--- config.mk ---
export PLATFORM = sky130hd
export DESIGN_NAME = uart_rx
export DESIGN_NICKNAME = d
export VERILOG_FILES = /design/src/rtl/uart_pkg.sv /design/src/rtl/uart_rx_sync.sv /design/src/rtl/uart_rx.sv
export SDC_FILE = /design/constraint.sdc
export NUM_CORES = 1
export LEC_CHECK = 0
export CAP_MARGIN = 30
export CORE_UTILIZATION = 45
export CTS_BUF_LIST = sky130_fd_sc_hd__clkbuf_4
export DETAILED_ROUTE_END_ITERATION = 16
export GPL_TIMING_DRIVEN = 1
export PLACE_DENSITY_LB_ADDON = 0.25
export SLEW_MARGIN = 15
export SYNTH_ARGS = -nofsm -noshare
export SYNTH_HDL_FRONTEND = slang
export SYNTH_SLANG_ARGS = --single-unit
export TNS_END_PERCENT = 5
--- constraint.sdc ---
create_clock -name clk -period 2.7 [get_ports clk]
set_clock_uncertainty 0.2 [all_clocks]
set_input_delay 0.81 -clock clk [delete_from_list [all_inputs] [get_ports clk]]
set_output_delay 0.81 -clock clk [all_outputs]
set_load 0.02 [all_outputs]
--- src/rtl/uart_pkg.sv ---
// Shared UART definitions: receiver state encoding, line idle level and baud divisor helper.
package uart_pkg;

  typedef enum logic [2:0] {
    RX_IDLE      = 3'd0,
    RX_START     = 3'd1,
    RX_DATA      = 3'd2,
    RX_STOP      = 3'd3,
    RX_WAIT_IDLE = 3'd4
  } rx_state_e;

  localparam logic LINE_IDLE = 1'b1;

  function automatic int unsigned clks_per_bit(input int unsigned clk_freq,
                                               input int unsigned baud_rate);
    return clk_freq / baud_rate;
  endfunction

endpackage

--- src/rtl/uart_rx_sync.sv ---
// Flop chain that brings the asynchronous rx line into the clk domain; powers up at line idle.
module uart_rx_sync
  import uart_pkg::*;
#(
  parameter int unsigned STAGES = 2
) (
  input  logic clk,
  input  logic rst,
  input  logic d_i,
  output logic q_o
);

  logic [STAGES-1:0] sync_q;

  always_ff @(posedge clk or negedge rst) begin
    if (!rst) sync_q <= {STAGES{LINE_IDLE}};
    else      sync_q <= {sync_q[STAGES-2:0], d_i};
  end

  assign q_o = sync_q[STAGES-1];

endmodule

--- src/rtl/uart_rx.sv ---
// UART receiver: 1 start, DATA_BITS data (LSB first), 1 stop, no parity; mid-bit sampling.
module uart_rx
  import uart_pkg::*;
#(
  parameter int unsigned CLK_FREQ    = 50_000_000,
  parameter int unsigned BAUD_RATE   = 9600,
  parameter int unsigned DATA_BITS   = 8,
  parameter int unsigned SYNC_STAGES = 2
) (
  input  logic                 clk,
  input  logic                 rst,
  input  logic                 rx,
  output logic [DATA_BITS-1:0] rx_data,
  output logic                 rx_valid,
  output logic                 rx_busy,
  output logic                 frame_err
);

  localparam int unsigned CPB      = clks_per_bit(CLK_FREQ, BAUD_RATE);
  localparam int unsigned HALF_BIT = CPB / 2;
  localparam int unsigned CNT_W    = $clog2(CPB);
  localparam int unsigned IDX_W    = $clog2(DATA_BITS + 1);

  localparam logic [CNT_W-1:0] BIT_LAST  = CNT_W'(CPB - 1);
  localparam logic [CNT_W-1:0] HALF_LAST = CNT_W'(HALF_BIT - 1);
  localparam logic [IDX_W-1:0] IDX_LAST  = IDX_W'(DATA_BITS - 1);

  if (CPB < 4) begin : g_bad_baud
    $error("uart_rx: CLK_FREQ/BAUD_RATE must be at least 4");
  end
  if (SYNC_STAGES < 2 || SYNC_STAGES > 3) begin : g_bad_sync
    $error("uart_rx: SYNC_STAGES must be 2 or 3");
  end

  logic rxs, rxs_prev_q;

  uart_rx_sync #(.STAGES(SYNC_STAGES)) u_sync (
    .clk (clk),
    .rst (rst),
    .d_i (rx),
    .q_o (rxs)
  );

  rx_state_e            state_q, state_d;
  logic [CNT_W-1:0]     cnt_q, cnt_d;
  logic [IDX_W-1:0]     idx_q, idx_d;
  logic [DATA_BITS-1:0] shift_q, shift_d;
  logic [DATA_BITS-1:0] data_q, data_d;
  logic                 valid_q, valid_d;
  logic                 ferr_q, ferr_d;
  logic                 busy_q;
  logic                 bit_done, half_done;

  assign bit_done  = (cnt_q == BIT_LAST);
  assign half_done = (cnt_q == HALF_LAST);

  always_comb begin
    state_d = state_q;
    cnt_d   = cnt_q;
    idx_d   = idx_q;
    shift_d = shift_q;
    data_d  = data_q;
    valid_d = 1'b0;
    ferr_d  = 1'b0;
    unique case (state_q)
      RX_IDLE: begin
        if (rxs_prev_q && !rxs) begin
          state_d = RX_START;
          cnt_d   = '0;
        end
      end
      RX_START: begin
        // Start bit must still be low at its centre, otherwise treat the edge as a glitch
        if (half_done) begin
          cnt_d   = '0;
          idx_d   = '0;
          state_d = rxs ? RX_IDLE : RX_DATA;
        end else begin
          cnt_d = cnt_q + CNT_W'(1);
        end
      end
      RX_DATA: begin
        if (bit_done) begin
          cnt_d                 = '0;
          shift_d               = shift_q >> 1;
          shift_d[DATA_BITS-1]  = rxs;
          idx_d                 = idx_q + IDX_W'(1);
          if (idx_q == IDX_LAST) state_d = RX_STOP;
        end else begin
          cnt_d = cnt_q + CNT_W'(1);
        end
      end
      RX_STOP: begin
        if (bit_done) begin
          cnt_d = '0;
          if (rxs) begin
            data_d  = shift_q;
            valid_d = 1'b1;
            state_d = RX_IDLE;
          end else begin
            ferr_d  = 1'b1;
            state_d = RX_WAIT_IDLE;
          end
        end else begin
          cnt_d = cnt_q + CNT_W'(1);
        end
      end
      RX_WAIT_IDLE: begin
        // Hold off re-arming until a break or stuck-low line has released
        if (rxs) state_d = RX_IDLE;
      end
      default: state_d = RX_IDLE;
    endcase
  end

  always_ff @(posedge clk or negedge rst) begin
    if (!rst) begin
      state_q    <= RX_IDLE;
      cnt_q      <= '0;
      idx_q      <= '0;
      shift_q    <= '0;
      data_q     <= '0;
      valid_q    <= 1'b0;
      ferr_q     <= 1'b0;
      busy_q     <= 1'b0;
      rxs_prev_q <= LINE_IDLE;
    end else begin
      state_q    <= state_d;
      cnt_q      <= cnt_d;
      idx_q      <= idx_d;
      shift_q    <= shift_d;
      data_q     <= data_d;
      valid_q    <= valid_d;
      ferr_q     <= ferr_d;
      busy_q     <= (state_d != RX_IDLE);
      rxs_prev_q <= rxs;
    end
  end

  assign rx_data   = data_q;
  assign rx_valid  = valid_q;
  assign rx_busy   = busy_q;
  assign frame_err = ferr_q;

endmodule
; ---- Yosys cells after proc, flatten, opt, wreduce, memory -nomap -nowiden
; Cells that the tools add are included.
[word_totals]
reg_bits = 42
wordCells = 55
[classes]
n_addsub = 2
n_eq_ne = 10
muxes = 22
reduce_logical = 11
[ops]
columns = operator, n
row1 = 13-bit two-way mux, 3
row2 = 13-bit one-hot mux with 3 select lines, 1
row3 = 3-bit two-way mux, 7
row4 = 3-bit one-hot mux with 5 select lines, 1
row5 = 13-bit by 1-bit adder with 13-bit output (second input constant), 1
row6 = 13-bit by 12-bit equality test with 1-bit output (second input constant), 1
row7 = 13-bit equality test (second input constant), 1
row8 = 4-bit two-way mux, 2
row9 = 4-bit one-hot mux with 2 select lines, 1
row10 = 3-bit by 2-bit equality test with 1-bit output (second input constant), 2
row11 = 1-bit two-way mux, 6
row12 = 2-bit inequality test (second input constant), 3
row13 = 3-bit AND reduction, 2
row14 = 3-bit nonzero test, 2
row15 = 4-bit by 1-bit adder with 4-bit output (second input constant), 1
row16 = 4-bit by 3-bit equality test with 1-bit output (second input constant), 1
row17 = 2-bit AND reduction, 2
row18 = 3-bit by 1-bit equality test with 1-bit output (second input constant), 1
row19 = 3-bit equality test (second input constant), 1
row20 = 3-bit zero test, 1
row21 = 2-bit two-way mux, 1
row22 = 2-bit nonzero test, 1
row23 = 2-bit OR reduction, 1
row24 = 1-bit logical AND, 1
row25 = 1-bit zero test, 1

; ---- Logic depth before layout (Yosys ltp)
[depth]
ltp_word = 5
depth_mapped = 7
ltp_nobuf = 6

; ---- Modules after synthesis
; Synthesis repeated with hierarchy kept, for this count alone.
[hier_totals]
hier_cells = 175
area_unflattened_um2 = 1980.6
[by_module_without_submodules]
columns = mod, instances, cells_each, area_each_um2, seq_area_each_um2
row1 = uart_rx, 1, 173, 1928.1, 1002.2
row2 = uart_rx_sync, 1, 2, 52.6, 52.6

; ---- Worst setup path after synthesis
; Ideal clock, no wire load.
[synth_path]
kind = register to register
from = reg cnt_q[4]
to = reg cnt_q[5]
t_arrival_ns = 1.799
required_time_ns = 2.357
slack_ns = 0.558
path_stages_with_launch = 8
n_path_buf = 2
path_cell_list = dfrtp_1 buf_6 or4_4 nor4_4 o2bb2ai_2 buf_6 a41oi_2 a31oi_1
[synth_via]
elab_chain_len = 3
[synth_rtl]
columns = element, line
row1 = from (decl), uart_rx.sv:45  ; logic [CNT_W-1:0] cnt_q, cnt_d;
row2 = from (signal assigned), uart_rx.sv:129  ; cnt_q <= cnt_d;
row3 = "13-bit by 1-bit adder with 13-bit output, or another cell as far along", "uart_rx.sv:79, uart_rx.sv:90, uart_rx.sv:105"
row4 = "13-bit two-way mux, on equally long branches", "uart_rx.sv:83, uart_rx.sv:94, uart_rx.sv:74"
row5 = 13-bit one-hot mux with 3 select lines *, uart_rx.sv:65  ; unique case (state_q)
; Every way passes the cells marked *; elsewhere a longest branch is shown, timed or not.
; A chain may end at the register's enable or synchronous reset.

; ---- Worst setup path in the final report
[layout_path]
from = reg cnt_q[0]
to = reg cnt_q[5]
; Same word-level chain as after synthesis.

==> metrics.json <==
{
  "net-switching-power_uw": 408,
  "tritoncts.num_buffers": 5,
  "cts-root-to-sink-buffers": 2,
  "worst_setup_path_start_kind": "flip-flop",
  "worst_skew_pair.late_latency_ns": 0.36,
  "holdCritPathClass": "flip-flop to flip-flop",
  "drc": 0,
  "postCtsSetupBuffers": 0,
  "vias": 1383,
  "synth_cell_type_count": 39,
  "number_of_max_slew_violations_in_the_final_report": 0,
  "timing.max_slew.rel_slack_pct": 45.7,
  "ctsRootBufferMaster": "sky130_fd_sc_hd__clkbuf_4",
  "power.leakage_uw": 0.00101,
  "final.setup.tns_ns": 0,
  "end_kind": "flip-flop",
  "netSwitchingFraction_pct": 31.6,
  "portBuffers": 13,
  "final_critical_path_share_of_the_clock_period_pct": 89.6,
  "dr.first_iter.drc_count": 81,
  "final_count_of_hold_timing_violations": 0,
  "core_um2": 4120,
  "detail_route.first_pass.iterations": 4,
  "p_comb_share_pct": 15.6,
  "routed_wl_um": 3610,
  "final_layout_size_suffix_gt1_share_pct": 18.8,
  "top_cell_types_by_occurrence_after_synthesis": "sky130_fd_sc_hd__dfrtp_1 (39), sky130_fd_sc_hd__nand2_1 (19), sky130_fd_sc_hd__mux2_2 (16)",
  "postSynthAreaPerCell_um2": 11.1,
  "synth_top_cell_area_share_pct": 49.2,
  "synthesis.area_um2": 1980,
  "rows": 23,
  "netlist_instances": 179,
  "crit_arrival_ns": 2.44,
  "clock_network_fraction_of_design_power_pct": 24.3,
  "pin_count": 14,
  "cts_tree": "built",
  "floorplan.die_area_um2": 4680,
  "worstMarginPinSlew_ns": 0.809,
  "antenna_violations_before_repair": 0,
  "grt_start_max_net_pins": 43,
  "dpl.hpwl_um": 2470,
  "ctsHoldBuffers": 0,
  "period_minus_slack_ns": 2.42,
  "internal_power_uw": 884,
  "post_cts_resized": 0,
  "globalRoute.totalOverflow": 0,
  "grt_first_pass_wirelength_um": 5790,
  "crit_required_ns": 2.72,
  "dpl-instance-area_um2": 2130,
  "synth_enable_flop_cells": 0,
  "worst_path_maximum_fanout": 21,
  "rsz0062_at_grt": "false",
  "synth_seq_cells": 42,
  "grt_pass1_vias": 1219,
  "synth_area_leaders": "sky130_fd_sc_hd__dfrtp_1 (49%), sky130_fd_sc_hd__mux2_2 (9.1%), sky130_fd_sc_hd__dfstp_2 (4.0%)",
  "power.density_cell_area_nw_per_um2": 591,
  "number_of_nets_in_the_final_layout": 196,
  "cts_htree_levels": 2,
  "synthFlopType": "sky130_fd_sc_hd__dfrtp_1",
  "seq_area_frac_synth_pct": 53.2,
  "ys_warn_count": 0,
  "clock_slew_at_the_register_clock_pins_of_the_worst_setup_and_hold_paths_ns": 0.13,
  "design_area_um2": 2190,
  "postSynthNetCount": 184,
  "worst_ir_drop_vdd_mv": 0.304,
  "timing.setup.critical_path_class": "flip-flop to flip-flop",
  "n_antenna_cell": 0,
  "initial_utilization_pct": 48.2,
  "fillerInstances": 371,
  "flow.area_growth_from_synthesis_pct": 10.2,
  "ant_nets": 0,
  "global_route.usage.total_pct": 17.1,
  "report.final.setup_viol": 0,
  "seq_power_share_pct": 60.2,
  "yosysMostFrequentCell": "sky130_fd_sc_hd__dfrtp_1",
  "timing.max_cap.violations": 0,
  "avgRoutedWirePerCell_um": 14.9,
  "share_of_synthesized_registers_carrying_an_async_set_or_reset_pct": 100,
  "gp_congestion": 0.861,
  "status": "completed",
  "max_clk_rate_mhz": 414,
  "synthDominantAreaCellType": "sky130_fd_sc_hd__dfrtp_1",
  "cts.sinks": 42,
  "vert_die_dim_um": 68.4,
  "die_w_um": 68.4,
  "viasPerCell": 5.71
}
-- critical path, cell delays in order, from the launching register on --
cell and delay (ns):
sky130_fd_sc_hd__dfrtp_1 0.41, sky130_fd_sc_hd__ha_1 0.24, sky130_fd_sc_hd__or4b_1 0.51, sky130_fd_sc_hd__nor4_4 0.31, sky130_fd_sc_hd__o2bb2ai_2 0.30, sky130_fd_sc_hd__a41oi_2 0.26
sky130_fd_sc_hd__a31oi_1 0.06
-- metal layers --
layer | part of all wire (%) | wire length (um) | GRT usage, % | vias to the layer above
li1 | - | - | - | 675
met1 | 48 | 1730 | 23.7 | 672
met2 | 47 | 1690 | 25.0 | 31
met3 | 3.9 | 140 | 5.00 | 5
met4 | 1.3 | 48 | 6.77 | 0
met5 | 0 | 0 | 0 | -
-- cell families (layout without fill, tap and decap cells) --
logic type / after synthesis / after routing / share of synthesized area [%]
buf+inv: 12 / 25 / 3.22
mux: 16 / 16 / 9.08
compound gates: 31 / 31 / 11.0
simple gates: 72 / 72 / 20.5
fa+ha+maj: 2 / 2 / 1.26
xor+xnor: 4 / 4 / 1.77
flops: 42 / 42 / 53.2
-- sequential cells by signal, summed over array words and instances (netlist names) --
register,count
rxs_prev_q,1
shift_q,8
cnt_q,13
u_sync.sync_q,2
rx_data,8
frame_err,1
state_q,3
rx_valid,1
idx_q,4
rx_busy,1
-- placed cells by master (no fill, tap or decap), types with 3 or more instances in the layout --
| master | netlist | layout |
|---|---|---|
| sky130_fd_sc_hd__nand2b_1 | 4 | 4 |
| sky130_fd_sc_hd__o21ai_0 | 5 | 5 |
| sky130_fd_sc_hd__nor2_1 | 10 | 10 |
| sky130_fd_sc_hd__a31oi_1 | 7 | 7 |
| sky130_fd_sc_hd__and4_1 | 3 | 3 |
| sky130_fd_sc_hd__a21oi_1 | 7 | 7 |
| sky130_fd_sc_hd__nand3_1 | 12 | 12 |
| sky130_fd_sc_hd__and3_1 | 4 | 4 |
| sky130_fd_sc_hd__dfstp_2 | 3 | 3 |
| sky130_fd_sc_hd__nand3b_1 | 3 | 3 |
| sky130_fd_sc_hd__nand4_1 | 3 | 3 |
| sky130_fd_sc_hd__dfrtp_1 | 39 | 39 |
| sky130_fd_sc_hd__clkdlybuf4s50_1 | 0 | 12 |
| sky130_fd_sc_hd__mux2_2 | 16 | 16 |
| sky130_fd_sc_hd__nand2_1 | 19 | 19 |
| sky130_fd_sc_hd__nor3_1 | 4 | 4 |
| sky130_fd_sc_hd__clkbuf_4 | 0 | 5 |
| sky130_fd_sc_hd__inv_1 | 3 | 3 |
| sky130_fd_sc_hd__a22o_1 | 3 | 3 |
-- final timing paths --
check | from | to | slack (ns) | cells past startpoint
setup / recovery | cnt_q[0] | cnt_q[5] | 0.28 | 6
hold / removal | u_sync.sync_q[0] | u_sync.sync_q[1] | 0.16 | 0
setup reg to reg | cnt_q[0] | cnt_q[5] | 0.28 | 6
hold reg to reg | u_sync.sync_q[0] | u_sync.sync_q[1] | 0.16 | 0
max in group asynchronous | rst | u_sync.sync_q[1] | 1.63 | 2
min in group asynchronous | rst | idx_q[2] | 0.29 | 2
-- power groups by stage --
| stage | sequential, uW | clock (uW) | combinational, uW |
|---|---|---|---|
| after floorplan | 730 | 0 | 215 |
| after CTS | 773 | 331 | 203 |
| after global routing | 784 | 360 | 233 |
| after detailed placement | 785 | 0 | 202 |
| final | 777 | 313 | 201 |
| after global placement | 781 | 0 | 194 |
-- final cells by class --
type / count / area, um^2 / share of cell area, %
Sequential cell: 42 / 1050 / 48.3
Multi-Input combinational cell: 125 / 866 / 39.6
Timing Repair Buffer: 14 / 133 / 6.07
Tap cell: 50 / 62.6 / 2.86
Clock buffer: 5 / 37.5 / 1.72
Clock inverter: 3 / 21.3 / 0.973
Inverter: 3 / 11.3 / 0.515
-- per-stage QoR --
stage                     utilization (%)  total power [uW]  instances  hold WS [ns]  setup WS [ns]
after floorplan                         -               945        179         0.145          0.558
after global placement               51.7               975        234         0.147          0.371
after detailed placement             51.7               987        234         0.147          0.288
after CTS                            53.1              1310        242         0.166          0.273
after global routing                 53.1              1380        242         0.166         0.0830
final                                53.1              1290        242         0.165          0.282
(Power assumes the default switching activity.)
